[src/rtl/compositor_pkg.sv]
// Shared types and constants for the layer compositor.
// Holds the fade FSM state enum, the packed rgb_t pixel type,
// the background gradient constants and the full-brightness fade level.
package compositor_pkg;

  typedef enum logic [1:0] {
    IDLE   = 2'd0,
    FADING = 2'd1,
    DONE   = 2'd2
  } fade_state_e;

  typedef struct packed {
    logic [7:0] r;
    logic [7:0] g;
    logic [7:0] b;
  } rgb_t;

  localparam logic [7:0] BG_R      = 8'h3F;
  localparam logic [7:0] BG_G      = 8'h00;
  localparam logic [7:0] BG_B_BASE = 8'h7F;

  localparam int unsigned FADE_FULL = 256;

  // (c * level) >> 8; 255 * 256 still fits in 16 bits, so level 256 is identity.
  function automatic logic [7:0] fade_scale(input logic [7:0] c, input logic [8:0] level);
    logic [15:0] prod;
    prod = 16'(c) * 16'(level);
    return prod[15:8];
  endfunction

endpackage

[src/rtl/compositor_palette_ram.sv]
// Palette RAM: 2**IDX_W x 24-bit, one write port, one synchronous read port.
// Ports: clk; wr_en/wr_addr/wr_data write at the rising edge;
//        rd_addr sampled at the rising edge, rd_data valid after it (old data on collision).
module compositor_palette_ram #(
  parameter int IDX_W = 5
) (
  input  logic             clk,
  input  logic             wr_en,
  input  logic [IDX_W-1:0] wr_addr,
  input  logic [23:0]      wr_data,
  input  logic [IDX_W-1:0] rd_addr,
  output logic [23:0]      rd_data
);

  logic [23:0] mem_q [2**IDX_W];
  logic [23:0] rd_data_q;

  // Contents are deliberately not reset. Read and write share one block so a
  // same-edge read of the written address returns the pre-write value.
  always_ff @(posedge clk) begin
    if (wr_en) begin
      mem_q[wr_addr] <= wr_data;
    end
    rd_data_q <= mem_q[rd_addr];
  end

  assign rd_data = rd_data_q;

endmodule

[src/rtl/layer_compositor.sv]
// Layer compositor: priority-selects the top opaque layer, looks up its palette
// colour (or a background gradient) and applies an optional frame-stepped fade.
// Ports: Clk, Reset_n (sync, active-low); DrawX, pix_valid, layer_hit, layer_idx in;
//        pal_wr_* palette write; frame_start/fade_req/fade_dir fade control;
//        VGA_R/G/B, out_valid (3-cycle latency, never stalls), fade_busy, fade_done out.
// Build option: define COMPOSITOR_FADE_EN to include the fade FSM and scaling;
// without it stage 3 is a plain register and the fade outputs are tied low.
module layer_compositor
  import compositor_pkg::*;
#(
  parameter int NUM_LAYERS = 6,
  parameter int IDX_W      = 5,
  parameter int FADE_STEP  = 8
) (
  input  logic                        Clk,
  input  logic                        Reset_n,
  input  logic [9:0]                  DrawX,
  input  logic                        pix_valid,
  input  logic [NUM_LAYERS-1:0]       layer_hit,
  input  logic [NUM_LAYERS*IDX_W-1:0] layer_idx,
  input  logic                        pal_wr_en,
  input  logic [IDX_W-1:0]            pal_wr_addr,
  input  logic [23:0]                 pal_wr_data,
  input  logic                        frame_start,
  input  logic                        fade_req,
  input  logic                        fade_dir,
  output logic [7:0]                  VGA_R,
  output logic [7:0]                  VGA_G,
  output logic [7:0]                  VGA_B,
  output logic                        out_valid,
  output logic                        fade_busy,
  output logic                        fade_done
);

  // Priority select
  logic             win_found;
  logic [IDX_W-1:0] win_idx;

  // Stage 1: winner or background flag. Only DrawX[9:3] feeds the gradient.
  logic             vld1_q, vld1_d;
  logic             bg1_q, bg1_d;
  logic [IDX_W-1:0] idx1_q, idx1_d;
  logic [6:0]       dx1_q, dx1_d;

  // Stage 2: palette RAM output register plus registered gradient.
  logic vld2_q, vld2_d;
  logic bg2_q, bg2_d;
  rgb_t grad2_q, grad2_d;
  rgb_t pal_rd;

  // Stage 3: output register.
  rgb_t pix;
  rgb_t rgb3_q, rgb3_d;
  logic vld3_q, vld3_d;

  logic unused_drawx;
  assign unused_drawx = ^DrawX[2:0];

  // Walk from the lowest-priority layer upwards so the last hit (lowest i) wins.
  always_comb begin
    win_found = 1'b0;
    win_idx   = '0;
    for (int i = NUM_LAYERS - 1; i >= 0; i--) begin
      if (layer_hit[i] && (layer_idx[i*IDX_W +: IDX_W] != '0)) begin
        win_found = 1'b1;
        win_idx   = layer_idx[i*IDX_W +: IDX_W];
      end
    end
  end

  always_comb begin
    vld1_d    = pix_valid;
    bg1_d     = ~win_found;
    idx1_d    = win_idx;
    dx1_d     = DrawX[9:3];
    vld2_d    = vld1_q;
    bg2_d     = bg1_q;
    grad2_d.r = BG_R;
    grad2_d.g = BG_G;
    grad2_d.b = BG_B_BASE - {1'b0, dx1_q};
  end

  compositor_palette_ram #(
    .IDX_W(IDX_W)
  ) u_palette (
    .clk     (Clk),
    .wr_en   (pal_wr_en),
    .wr_addr (pal_wr_addr),
    .wr_data (pal_wr_data),
    .rd_addr (idx1_q),
    .rd_data (pal_rd)
  );

`ifdef COMPOSITOR_FADE_EN
  localparam logic [8:0] STEP_L = 9'(FADE_STEP);
  localparam logic [8:0] FULL_L = 9'(FADE_FULL);

  fade_state_e state_q, state_d;
  logic [8:0]  level_q, level_d;
  logic        dir_q, dir_d;
  logic [8:0]  target;
  logic [9:0]  up_sum;

  always_comb begin
    state_d = state_q;
    level_d = level_q;
    dir_d   = dir_q;
    target  = '0;
    up_sum  = '0;

    case (state_q)
      IDLE: begin
        if (fade_req) begin
          dir_d   = fade_dir;
          state_d = FADING;
        end
      end
      FADING: begin
        // A request mid-fade just turns around; the level is kept.
        if (fade_req) begin
          dir_d = ~dir_q;
        end
      end
      DONE:    state_d = IDLE;
      default: state_d = IDLE;
    endcase

    // The step uses the direction after any same-cycle request.
    if ((state_d == FADING) && frame_start) begin
      if (dir_d) begin
        level_d = (level_q > STEP_L) ? (level_q - STEP_L) : 9'd0;
      end else begin
        up_sum  = {1'b0, level_q} + {1'b0, STEP_L};
        level_d = (up_sum >= {1'b0, FULL_L}) ? FULL_L : up_sum[8:0];
      end
    end

    // Only an already-running fade can finish, so a request toward the
    // current target still spends one cycle in FADING before DONE.
    target = dir_d ? 9'd0 : FULL_L;
    if ((state_q == FADING) && (level_d == target)) begin
      state_d = DONE;
    end
  end

  always_ff @(posedge Clk) begin
    if (!Reset_n) begin
      state_q <= IDLE;
      level_q <= FULL_L;
      dir_q   <= 1'b0;
    end else begin
      state_q <= state_d;
      level_q <= level_d;
      dir_q   <= dir_d;
    end
  end

  assign fade_busy = (state_q != IDLE);
  assign fade_done = (state_q == DONE);
`else
  logic unused_fade;
  assign unused_fade = ^{frame_start, fade_req, fade_dir, 32'(FADE_STEP), 32'(FADE_FULL)};
  assign fade_busy   = 1'b0;
  assign fade_done   = 1'b0;
`endif

  always_comb begin
    pix    = bg2_q ? grad2_q : pal_rd;
    vld3_d = vld2_q;
    rgb3_d = '0;
    if (vld2_q) begin
`ifdef COMPOSITOR_FADE_EN
      rgb3_d.r = fade_scale(pix.r, level_q);
      rgb3_d.g = fade_scale(pix.g, level_q);
      rgb3_d.b = fade_scale(pix.b, level_q);
`else
      rgb3_d = pix;
`endif
    end
  end

  always_ff @(posedge Clk) begin
    if (!Reset_n) begin
      vld1_q  <= 1'b0;
      bg1_q   <= 1'b0;
      idx1_q  <= '0;
      dx1_q   <= '0;
      vld2_q  <= 1'b0;
      bg2_q   <= 1'b0;
      grad2_q <= '0;
      vld3_q  <= 1'b0;
      rgb3_q  <= '0;
    end else begin
      vld1_q  <= vld1_d;
      bg1_q   <= bg1_d;
      idx1_q  <= idx1_d;
      dx1_q   <= dx1_d;
      vld2_q  <= vld2_d;
      bg2_q   <= bg2_d;
      grad2_q <= grad2_d;
      vld3_q  <= vld3_d;
      rgb3_q  <= rgb3_d;
    end
  end

  assign VGA_R     = rgb3_q.r;
  assign VGA_G     = rgb3_q.g;
  assign VGA_B     = rgb3_q.b;
  assign out_valid = vld3_q;

endmodule

[config.mk]
export PLATFORM = sky130hd
export DESIGN_NAME = layer_compositor
export DESIGN_NICKNAME = d
export VERILOG_FILES = /design/src/rtl/compositor_pkg.sv /design/src/rtl/compositor_palette_ram.sv /design/src/rtl/layer_compositor.sv
export SDC_FILE = /design/constraint.sdc
export NUM_CORES = 1
export LEC_CHECK = 0
export ABC_CLOCK_PERIOD_IN_PS = 4050
export BUFFER_PORTS_ARGS = -buffer_cell sky130_fd_sc_hd__buf_2
export CAP_MARGIN = 20
export CORE_MARGIN = 4
export CORE_UTILIZATION = 55
export DETAILED_ROUTE_END_ITERATION = 12
export PLACE_DENSITY = 0.8
export SLEW_MARGIN = 0
export SYNTH_ARGS = -nofsm -noshare
export SYNTH_HDL_FRONTEND = slang
export SYNTH_SLANG_ARGS = --single-unit
[constraint.sdc]
create_clock -name Clk -period 4.05 [get_ports Clk]
set_clock_uncertainty 0.05 [all_clocks]
set_input_delay 0.81 -clock Clk [delete_from_list [all_inputs] [get_ports Clk]]
set_output_delay 0.81 -clock Clk [all_outputs]
set_load 0.01 [all_outputs]
==> results of run 1 <==
## placed cells by master (no fill, tap or decap), types with 21 or more instances in the layout
| cell | instances |
|---|---|
| edfxtp_1 | 768 |
| buf_2 | 100 |
| clkinv_1 | 21 |
| clkbuf_16 | 85 |
| o22ai_1 | 96 |
| nor4_1 | 25 |
| buf_4 | 49 |
| mux4_2 | 192 |
| dfxtp_1 | 71 |
| and2_1 | 21 |
| nor2_4 | 32 |
## cell type report
cell class                      count  area [µm²]
Fill cell                        3581       20660
Inverter                            3       11.26
Tap cell                          756       945.9
Timing Repair Buffer              158        1049
Sequential cell                   841       24530
Clock buffer                      103        2195
Multi-Input combinational cell    497        6447
Clock inverter                     48       434.2
## Yosys cell counts (all sizes together), types with 6 or more instances
cell type	count
nand3b	16
o22ai	96
nor2b	10
and2	21
clkbuf	26
nor4	25
mux4	192
buf	49
o21ai	11
nor2	44
edfxtp	768
dfxtp	73
nand2	16
nand2b	6
a21oi	7
mux2i	9
## power groups by stage
stage          clock network (mW)  logic, mW  registers (mW)
3_3_place_gp                    0       1.06            9.90
6_report                     7.48       1.12            9.74
3_5_place_dp                    0       1.10            9.92
4_1_cts                      7.57       1.13            9.74
2_1_floorplan                   0      0.690            9.85
5_1_grt                      7.99       1.19            9.74
## critical path, cell delays in order (launching register included)
cell and delay (ns):
dfxtp_1 0.58, nor2_1 0.09, nand2_1 0.56, buf_4 0.36, o22ai_1 0.13, nor4_1 0.69
## metrics by stage
stage | power [mW] | instance area, µm² | utilization | hold slack, ns
CTS | 18.43 | 35610 | 0.6328 | 0.3302
floorplan | 10.54 | 31190 | - | 0.3174
global route | 18.92 | 35610 | 0.6328 | 0.3413
detailed placement | 11.02 | 32980 | 0.5861 | 0.3282
global placement | 10.97 | 32980 | 0.5861 | 0.3238
finish | 18.34 | 35610 | 0.6328 | 0.3296
## sequential cells by signal, summed over array words and instances (netlist names)
signal	flops
vld2_q	1
dx1_q	7
grad2_q	8
bg2_q	1
bg1_q	1
idx1_q	5
out_valid	1
VGA_R	8
VGA_G	8
VGA_B	8
u_palette.rd_data	24
u_palette.mem_q	768
vld1_q	1
## worst max-delay path by stage
stage	depth (start not counted)	endpoint	start	slack, ns
6_report	5	u_palette.rd_data[23]	idx1_q[0]	1.40
5_1_grt	5	u_palette.rd_data[23]	idx1_q[0]	1.31
4_1_cts	5	u_palette.rd_data[17]	idx1_q[1]	1.49
3_5_place_dp	4	u_palette.mem_q[25][2]	pal_wr_addr[1]	1.0
3_3_place_gp	4	u_palette.mem_q[29][4]	pal_wr_addr[1]	1.09
2_1_floorplan	3	u_palette.mem_q[20][0]	pal_wr_addr[1]	1.10
## cell families after synthesis
logic type,count (synthesis)
flip-flops,841
multiplexers,201
AND/OR/NAND/NOR,159
AO/OA/AOI/OAI,135
buffers and inverters,78
other,1
## layer usage
| layer | vias to the layer above | part of all wire | GRT usage |
|---|---|---|---|
| li1 | 6328 | - | - |
| met1 | 8197 | 0.37 | 0.3541 |
| met2 | 1097 | 0.50 | 0.4116 |
| met3 | 193 | 0.10 | 0.05409 |
| met4 | 4 | 0.036 | 0.08310 |
| met5 | - | 0.00028 | 0 |
==> flow_summary_export.csv, run 1 <==
group,metric,value,unit
run_status,status,"finished, final reports clean",
die,core.rowCount,87,
yosys,yosys.area_share.simple,0.02844,
global_routing,grt_overflow,0,
setup_path,worstPathRequired,4.44,ns
die,die_h,246.1,µm
sta,setup_tns,0,ns
hold_path,min_path_type,"flip-flop to flip-flop",
sta,rsz0062_at_grt,"no",
setup_path,endpoint_kind,"flip-flop",
die,die_x,246.1,µm
die,fp.coreArea,56280,µm²
placed_design,pre_cts_slack,0.9983,ns
sta,maxSlewViolCount,0,
hold_path,min_to,"grad2_q[3]",
global_routing,grt_max_degree,41,
setup_path,crit-reg2reg-launch,"idx1_q[0]",
yosys,yosysUniqueCellTypes,49,
yosys,ys_ff_latch,841,
setup_path,r2r-end,"u_palette.rd_data[23]",
clock_network,root_buffer,"clkbuf_16",
die,start_util,0.5542,
setup_path,startpoint_type,"flip-flop",
global_routing,antenna_found_initial,6,
final_layout,final_cells,2406,
drt,vias_per_cell,6.575,
drt,post-route-drc-count,0,
placed_design,io_buffers,100,
yosys,yosysTopAreaCell,"edfxtp_1",
yosys,synth_edf_count,768,
sta,slew_headroom,0.2952,
global_routing,grt_first_pass_wirelength,111000,µm
yosys,synth_cells,1415,
placed_design,numPlacedInstances,2255,
final_layout,antennaDiodeCount,0,
pwr,p_sw_frac,0.2115,
clock_network,cts_tree,"done",
sta,hold_viol,0,
clock_network,cts_inserted_buffers,82,
pwr,p_clk_frac,0.408,
drt,drt_iter0_drc,2162,
global_routing,grt_pass1_vias,16300,
pwr,p_comb_frac,0.061,
pwr,net-switching-power,3.880,mW
clock_network,clk-insertion-delay-late,0.63,ns
drt,drt-total-wl,75290,µm
drt,detail_route.wl_per_cell,31.29,µm
setup_path,ff2ff_setup_slack,1.40,ns
yosys,netlist_area,31190,µm²
drt,firstDrtPassIters,5,
setup_path,worstSetupPathType,"flip-flop to flip-flop",
yosys,synthMuxAreaShare,0.1415,
sta,clock.fmax,377.2,MHz
drt,vias,15820,
clock_network,cts.sink_count,841,
drt,ant_nets,0,
yosys,synth-adder-area-share,0,
global_routing,grt_use_total,0.2546,
yosys,synthXorXnorAreaFrac,0,
sta,fin_crit_sh,0.6546,
pwr,vdd_drop_max,0.3746,mV
die,die_area,60580,µm²
yosys,synth_top_family_by_area,"multiplexers",
sta,period_minus_slack,2.651,ns
final_layout,drive_above_1_share,0.3079,
clock_network,cts_resized,0,
setup_path,worst-path-max-fanout,12,
pwr,sequentialPowerShare,0.531,
hold_path,holdCritStartpoint,"dx1_q[3]",
yosys,yosysWarnings,0,
clock_network,cts.clk_slew.worst_paths,0.06,ns
clock_network,post_cts_buffers,0,
final_layout,syn_to_final_growth,14.19,%
pwr,p_per_area,515.1,nW/µm²
sta,worstMarginPinSlew,1.055,ns
flow_run,drv_cap,0,
sta,finalSetupViolations,0,
yosys,synth_area_leaders,"edfxtp_1 (74%), mux4_2 (14%), dfxtp_1 (4.7%)",
setup_path,r2r_cells,5,
clock_network,htreeDepth,3,
hold_path,hold_depth,1,
die,pin_count,109,
yosys,synthFlopType,"edfxtp_1",
yosys,synth_top_cell_area_share,0.7395,
clock_network,ctsHoldBuffers,0,
pwr,p_leak,11.20,nW
placed_design,dp_hpwl,42460,µm
final_layout,finalNetCount,1665,
yosys,synth-async-reset-ratio,0,
pwr,power.internal,14.46,mW
clock_network,cts_buffer_depth,3,
yosys,synth-compound-area-share,0.02881,
sta,worst_slack,1.399,ns
yosys,avgSynthCellArea,22.04,µm²
placed_design,globalplace.congestion,0.8699,
setup_path,cp_data_arrival_time,3.04,ns
yosys,seq_area_frac_synth,0.7863,
(Power assumes the default switching activity.)
==> run 2: changes to the inputs <==
--- a/config.mk
+++ b/config.mk
@@ -5,13 +5,13 @@
 export SDC_FILE = /design/constraint.sdc
 export NUM_CORES = 1
 export LEC_CHECK = 0
-export ABC_CLOCK_PERIOD_IN_PS = 4050
+export ABC_CLOCK_PERIOD_IN_PS = 2400
 export BUFFER_PORTS_ARGS = -buffer_cell sky130_fd_sc_hd__buf_2
 export CAP_MARGIN = 20
 export CORE_MARGIN = 4
 export CORE_UTILIZATION = 55
 export DETAILED_ROUTE_END_ITERATION = 12
-export PLACE_DENSITY = 0.8
+export PLACE_DENSITY = 0.83
 export SLEW_MARGIN = 0
 export SYNTH_ARGS = -nofsm -noshare
 export SYNTH_HDL_FRONTEND = slang
==> constraint.sdc (replaced) <==
create_clock -name Clk -period 2.4 [get_ports Clk]
set_clock_uncertainty 0.05 [all_clocks]
set_input_delay 0.48 -clock Clk [delete_from_list [all_inputs] [get_ports Clk]]
set_output_delay 0.48 -clock Clk [all_outputs]
set_load 0.01 [all_outputs]
==> flow_summary_export.csv, run 2 (same netlist as run 1, synthesis figures left out) <==
group,metric,value,unit
setup_path,crit_end,"u_palette.rd_data[7]",
pwr,p_per_area,848.5,nW/µm²
pwr,p_total,30.59,mW
final_layout,largest-register,"u_palette.mem_q",
sta,fin_crit_sh,0.8944,
final_layout,final_cell_mix,"edfxtp_1 (768), mux4_2 (192), buf_2 (100)",
setup_path,r2r-end,"u_palette.rd_data[7]",
placed_design,dp_hpwl,41000,µm
flow_run,drv_cap,0,
setup_path,endpoint_kind,"flip-flop",
die,start_util,0.5542,
setup_path,r2r_cells,5,
sta,holdWs,0.01965,ns
sta,maxSlewViolCount,0,
sta,rsz0062_at_grt,"no",
drt,firstDrtPassIters,5,
die,die_area,60580,µm²
clock_network,cts_buffer_depth,3,
global_routing,grtUsageMet2,0.4195,
sta,slew_headroom,0.3097,
global_routing,use_met3,0.05975,
drt,drt_iter0_drc,2297,
placed_design,io_buffers,100,
global_routing,grtUsageMet1,0.3467,
global_routing,antenna_found_initial,6,
setup_path,worstPathRequired,2.85,ns
die,die_x,246.1,µm
global_routing,grt_use_total,0.2569,
pwr,p_leak,11.33,nW
sta,finalSetupViolations,0,
setup_path,cp-startpoint,"idx1_q[1]",
drt,detail_route.wl_per_cell,31.84,µm
clock_network,cts_resized,0,
global_routing,grt_overflow,0,
placed_design,globalplace.congestion,0.8650,
clock_network,cts.sink_count,841,
die,core.rowCount,87,
sta,hold_viol,0,
setup_path,worst-path-max-fanout,37,
sta,clock.fmax,465.8,MHz
die,die_h,246.1,µm
hold_path,holdCritStartpoint,"DrawX[8]",
global_routing,busiest_layer,"met2",
hold_path,min_path_type,"input port to flip-flop",
run_status,status,"finished, final reports clean",
clock_network,clk-insertion-delay-late,0.63,ns
clock_network,htreeDepth,3,
global_routing,grt_first_pass_wirelength,111500,µm
clock_network,post_cts_buffers,0,
setup_path,cp_data_arrival_time,2.59,ns
drt,ant_nets,0,
die,fp.coreArea,56280,µm²
drt,post-route-drc-count,0,
global_routing,grt_max_degree,65,
drt,drt-total-wl,77030,µm
final_layout,largest_reg_flops,768,
die,pin_count,109,
final_layout,syn_to_final_growth,15.57,%
clock_network,ctsHoldBuffers,1,
setup_path,ff2ff_setup_slack,0.25,ns
sta,setup_tns,0,ns
clock_network,cts.clk_slew.worst_paths,0.07,ns
setup_path,worstSetupPathType,"flip-flop to flip-flop",
setup_path,startpoint_type,"flip-flop",
drt,vias,16030,
clock_network,cts_inserted_buffers,80,
final_layout,finalNetCount,1680,
clock_network,root_buffer,"clkbuf_16",
global_routing,grt_pass1_vias,16330,
final_layout,layout_commonest_cell,"edfxtp_1",
setup_path,crit-reg2reg-launch,"idx1_q[1]",
sta,worstMarginPinSlew,1.032,ns
final_layout,drive_above_1_share,0.3185,
final_layout,fillers,3491,
sta,period_minus_slack,2.147,ns
pwr,vdd_drop_max,0.5569,mV
clock_network,cts_tree,"done",
drt,vias_per_cell,6.626,
run 2: cell types whose count changed in the layout (fill, tap and decap cells not counted):
cell           before  now
clkbuf_16          85   82
buf_4              49   33
clkinv_2           14   12
diode_2             0    2
bufinv_16           8    3
inv_6               2    4
clkinv_4            1    2
buf_12              9   41
clkbuf_8            0    9
clkinvlp_4          1    4
dlygate4sd3_1       0    1
clkbuf_1           18   19
clkinv_1           21    9
run 2: worst max-delay path, stage by stage (launching register included):
cell	delay, ns
dfxtp_4	0.45
buf_12	0.32
buf_12	0.23
mux4_2	0.53
o22ai_1	0.27
nor4_1	0.13
run 2: final cells by class:
cell class | instances | area [µm²] | area share
Antenna cell | 2 | 5.005 | 0.0001389
Multi-Input combinational cell | 497 | 6447 | 0.1789
Timing Repair Buffer | 175 | 1579 | 0.04381
Clock buffer | 110 | 2247 | 0.06234
Clock inverter | 35 | 277.8 | 0.007706
Sequential cell | 841 | 24530 | 0.6806
Tap cell | 756 | 945.9 | 0.02624
Inverter | 3 | 11.26 | 0.0003124
run 2: worst min path at each step:
stage | endpoint | cells past startpoint
2_1_floorplan | grad2_q[0] | 1
3_3_place_gp | grad2_q[4] | 1
3_5_place_dp | grad2_q[6] | 1
4_1_cts | dx1_q[0] | 2
5_1_grt | dx1_q[0] | 2
6_report | dx1_q[5] | 2
run 2: power breakdown:
| group | leakage [nW] | switching [mW] | total [mW] | internal [mW] |
|---|---|---|---|---|
| combinational | 2.57 | 1.09 | 1.91 | 0.825 |
| sequential | 7.52 | 0.158 | 16.4 | 16.3 |
| clock | 1.23 | 5.35 | 12.3 | 6.91 |
run 2: per-stage QoR:
stage | utilization | cells | setup slack, ns | cell area [µm²]
2_1_floorplan | - | 1416 | -0.2175 | 31200
3_3_place_gp | 0.5953 | 2271 | 0.2926 | 33500
3_5_place_dp | 0.5953 | 2271 | 0.2561 | 33500
4_1_cts | 0.6404 | 2417 | 0.2557 | 36040
5_1_grt | 0.6404 | 2418 | 0.1825 | 36040
6_report | 0.6405 | 2419 | 0.2534 | 36040
run 2: metal layers:
layer / up-vias / part of all wire
met1: 8319 / 0.36
li1: 6351 / -
met5: - / 0.00035
met4: 4 / 0.035
met3: 192 / 0.11
met2: 1163 / 0.50
==> run 3: changes to the inputs <==
--- a/config.mk
+++ b/config.mk
@@ -9,9 +9,10 @@
 export BUFFER_PORTS_ARGS = -buffer_cell sky130_fd_sc_hd__buf_2
 export CAP_MARGIN = 20
 export CORE_MARGIN = 4
-export CORE_UTILIZATION = 55
+export CORE_UTILIZATION = 54
 export DETAILED_ROUTE_END_ITERATION = 12
-export PLACE_DENSITY = 0.83
+export PLACE_DENSITY = 0.82
+export RECOVER_POWER = 25
 export SLEW_MARGIN = 0
 export SYNTH_ARGS = -nofsm -noshare
 export SYNTH_HDL_FRONTEND = slang
==> flow_summary_export.csv, run 3 (same netlist as run 1, synthesis figures left out) <==
group,metric,value,unit
run_status,status,"finished, final reports clean",
pwr,p_per_area,852.1,nW/µm²
final_layout,largest-register,"u_palette.mem_q",
hold_path,min_to,"vld1_q",
setup_path,slowest_delay,0.58,ns
setup_path,endpoint_kind,"flip-flop",
drt,detail_route.wl_per_cell,31.89,µm
setup_path,worstSetupPathType,"flip-flop to flip-flop",
sta,fin_crit_sh,0.8929,
die,die_x,248.3,µm
clock_network,root_buffer,"clkbuf_16",
global_routing,grt_use_total,0.2560,
final_layout,drive_above_1_share,0.3115,
sta,slew_headroom,0.07804,
placed_design,postPlaceCellArea,33600,µm²
sta,worstMarginPinSlew,1.383,ns
hold_path,hold_depth,2,
sta,setup_tns,0,ns
placed_design,dp_hpwl,42390,µm
clock_network,clk-insertion-delay-late,0.61,ns
placed_design,globalplace.congestion,0.8457,
setup_path,worstPathCellList,"buf_12 -> buf_4 -> mux4_2 -> o22ai_1 -> nor4_1",
hold_path,min_path_type,"input port to flip-flop",
drt,firstDrtPassIters,5,
pwr,p_leak,11.37,nW
die,die_h,248.3,µm
sta,period_minus_slack,2.143,ns
die,core.rowCount,87,
clock_network,cts.sink_count,841,
final_layout,layout_commonest_cell,"edfxtp_1",
sta,finalSetupViolations,0,
clock_network,cts_tree,"done",
drt,vias_per_cell,6.625,
drt,vias,16160,
clock_network,htreeDepth,3,
final_layout,ff_latch_area,24530,µm²
final_layout,final_cell_area,36150,µm²
setup_path,startpoint_type,"flip-flop",
final_layout,syn_to_final_growth,15.91,%
clock_network,post_cts_buffers,0,
global_routing,antenna_found_initial,5,
die,pin_count,109,
die,die_area,61660,µm²
clock_network,cts_resized,0,
sta,rsz0062_at_grt,"no",
setup_path,r2r-end,"u_palette.rd_data[2]",
final_layout,finalNetCount,1696,
global_routing,grt_first_pass_wirelength,112400,µm
placed_design,io_buffers,100,
global_routing,grt_overflow,0,
flow_run,drv_cap,0,
setup_path,worstPathRequired,2.82,ns
clock_network,cts_buffer_depth,3,
final_layout,fillers,3566,
die,fp.coreArea,56820,µm²
drt,ant_nets,0,
setup_path,r2r_cells,5,
sta,clock.fmax,466.7,MHz
sta,hold_viol,0,
setup_path,cp_data_arrival_time,2.56,ns
clock_network,ctsHoldBuffers,0,
setup_path,crit-reg2reg-launch,"idx1_q[1]",
setup_path,ff2ff_setup_slack,0.26,ns
clock_network,cts_inserted_buffers,79,
final_layout,final_cell_mix,"edfxtp_1 (768), mux4_2 (192), o22ai_1 (96)",
drt,drt-total-wl,77780,µm
global_routing,grt_pass1_vias,16510,
drt,post-route-drc-count,0,
sta,maxSlewViolCount,0,
pwr,vdd_drop_max,0.6033,mV
setup_path,slowest_stage,"mux4_2",
final_layout,multiInputGateArea,6447,µm²
final_layout,largest_reg_flops,768,
clock_network,cts.clk_slew.worst_paths,0.06,ns
drt,drt_iter0_drc,2402,
setup_path,worst-path-max-fanout,18,
global_routing,grt_max_degree,56,
hold_path,holdCritStartpoint,"pix_valid",
die,start_util,0.5489,
run 3: changes by cell type in the layout (fill, tap and decap cells not counted), sizes merged:
cell,change
clkinvlp,+2
dlygate4sd3,-1
bufinv,+5
clkbuf,+6
buf,+2
diode,+2
inv,-3
clkinv,+7
run 3: worst max path at each step:
stage,startpoint,endpoint,depth (start not counted)
3_3_place_gp,pal_wr_addr[1],u_palette.mem_q[20][6],4
4_1_cts,idx1_q[1],u_palette.rd_data[7],5
3_5_place_dp,pal_wr_addr[1],u_palette.mem_q[20][1],4
5_1_grt,idx1_q[1],u_palette.rd_data[7],5
2_1_floorplan,pal_wr_addr[1],u_palette.mem_q[20][0],3
6_report,idx1_q[1],u_palette.rd_data[2],5
run 3: report_power, final:
group / internal, mW / switching [mW]
logic: 0.842 / 1.13
registers: 16.3 / 0.155
clock network: 7.14 / 5.27
total: 24.2 / 6.56
run 3: metrics by stage:
step                hold slack, ns  total power, mW    util  cells  setup WS, ns
global placement            0.3253            18.55  0.5914   2289        0.2071
global route               0.02132            31.73  0.6360   2435        0.1787
finish                     0.03922            30.80  0.6362   2439        0.2571
floorplan                   0.3174            17.79       -   1416       -0.2175
detailed placement          0.3265            18.64  0.5914   2289        0.1856
CTS                        0.01904            30.93  0.6364   2435        0.2481
run 3: area by class of cell:
cell class / instances / area share
diodes: 4 / 0.0002769
clock buffers: 100 / 0.05863
clock inverters: 46 / 0.01218
inverters: 3 / 0.0003115
multi-input cells: 497 / 0.1784
flip-flops and latches: 841 / 0.6786
well taps: 756 / 0.02617
repair buffers: 192 / 0.04548
run 3: worst max-delay path, delay by kind of cell (launching register included):
| family | cells | cell delay, ns |
|---|---|---|
| muxes | 1 | 0.58 |
| buffers and inverters | 2 | 0.51 |
| DFF | 1 | 0.40 |
| AOI/OAI and AO/OA | 1 | 0.33 |
| and+or+nand+nor | 1 | 0.13 |
run 3: layer usage:
layer  vias to the layer above  GRT usage  part of all wire
li1                       6393          -                 -
met4                         8    0.08299             0.032
met1                      8385     0.3472              0.36
met5                         -          0           0.00073
met3                       176    0.07804              0.12
met2                      1196     0.4058              0.49
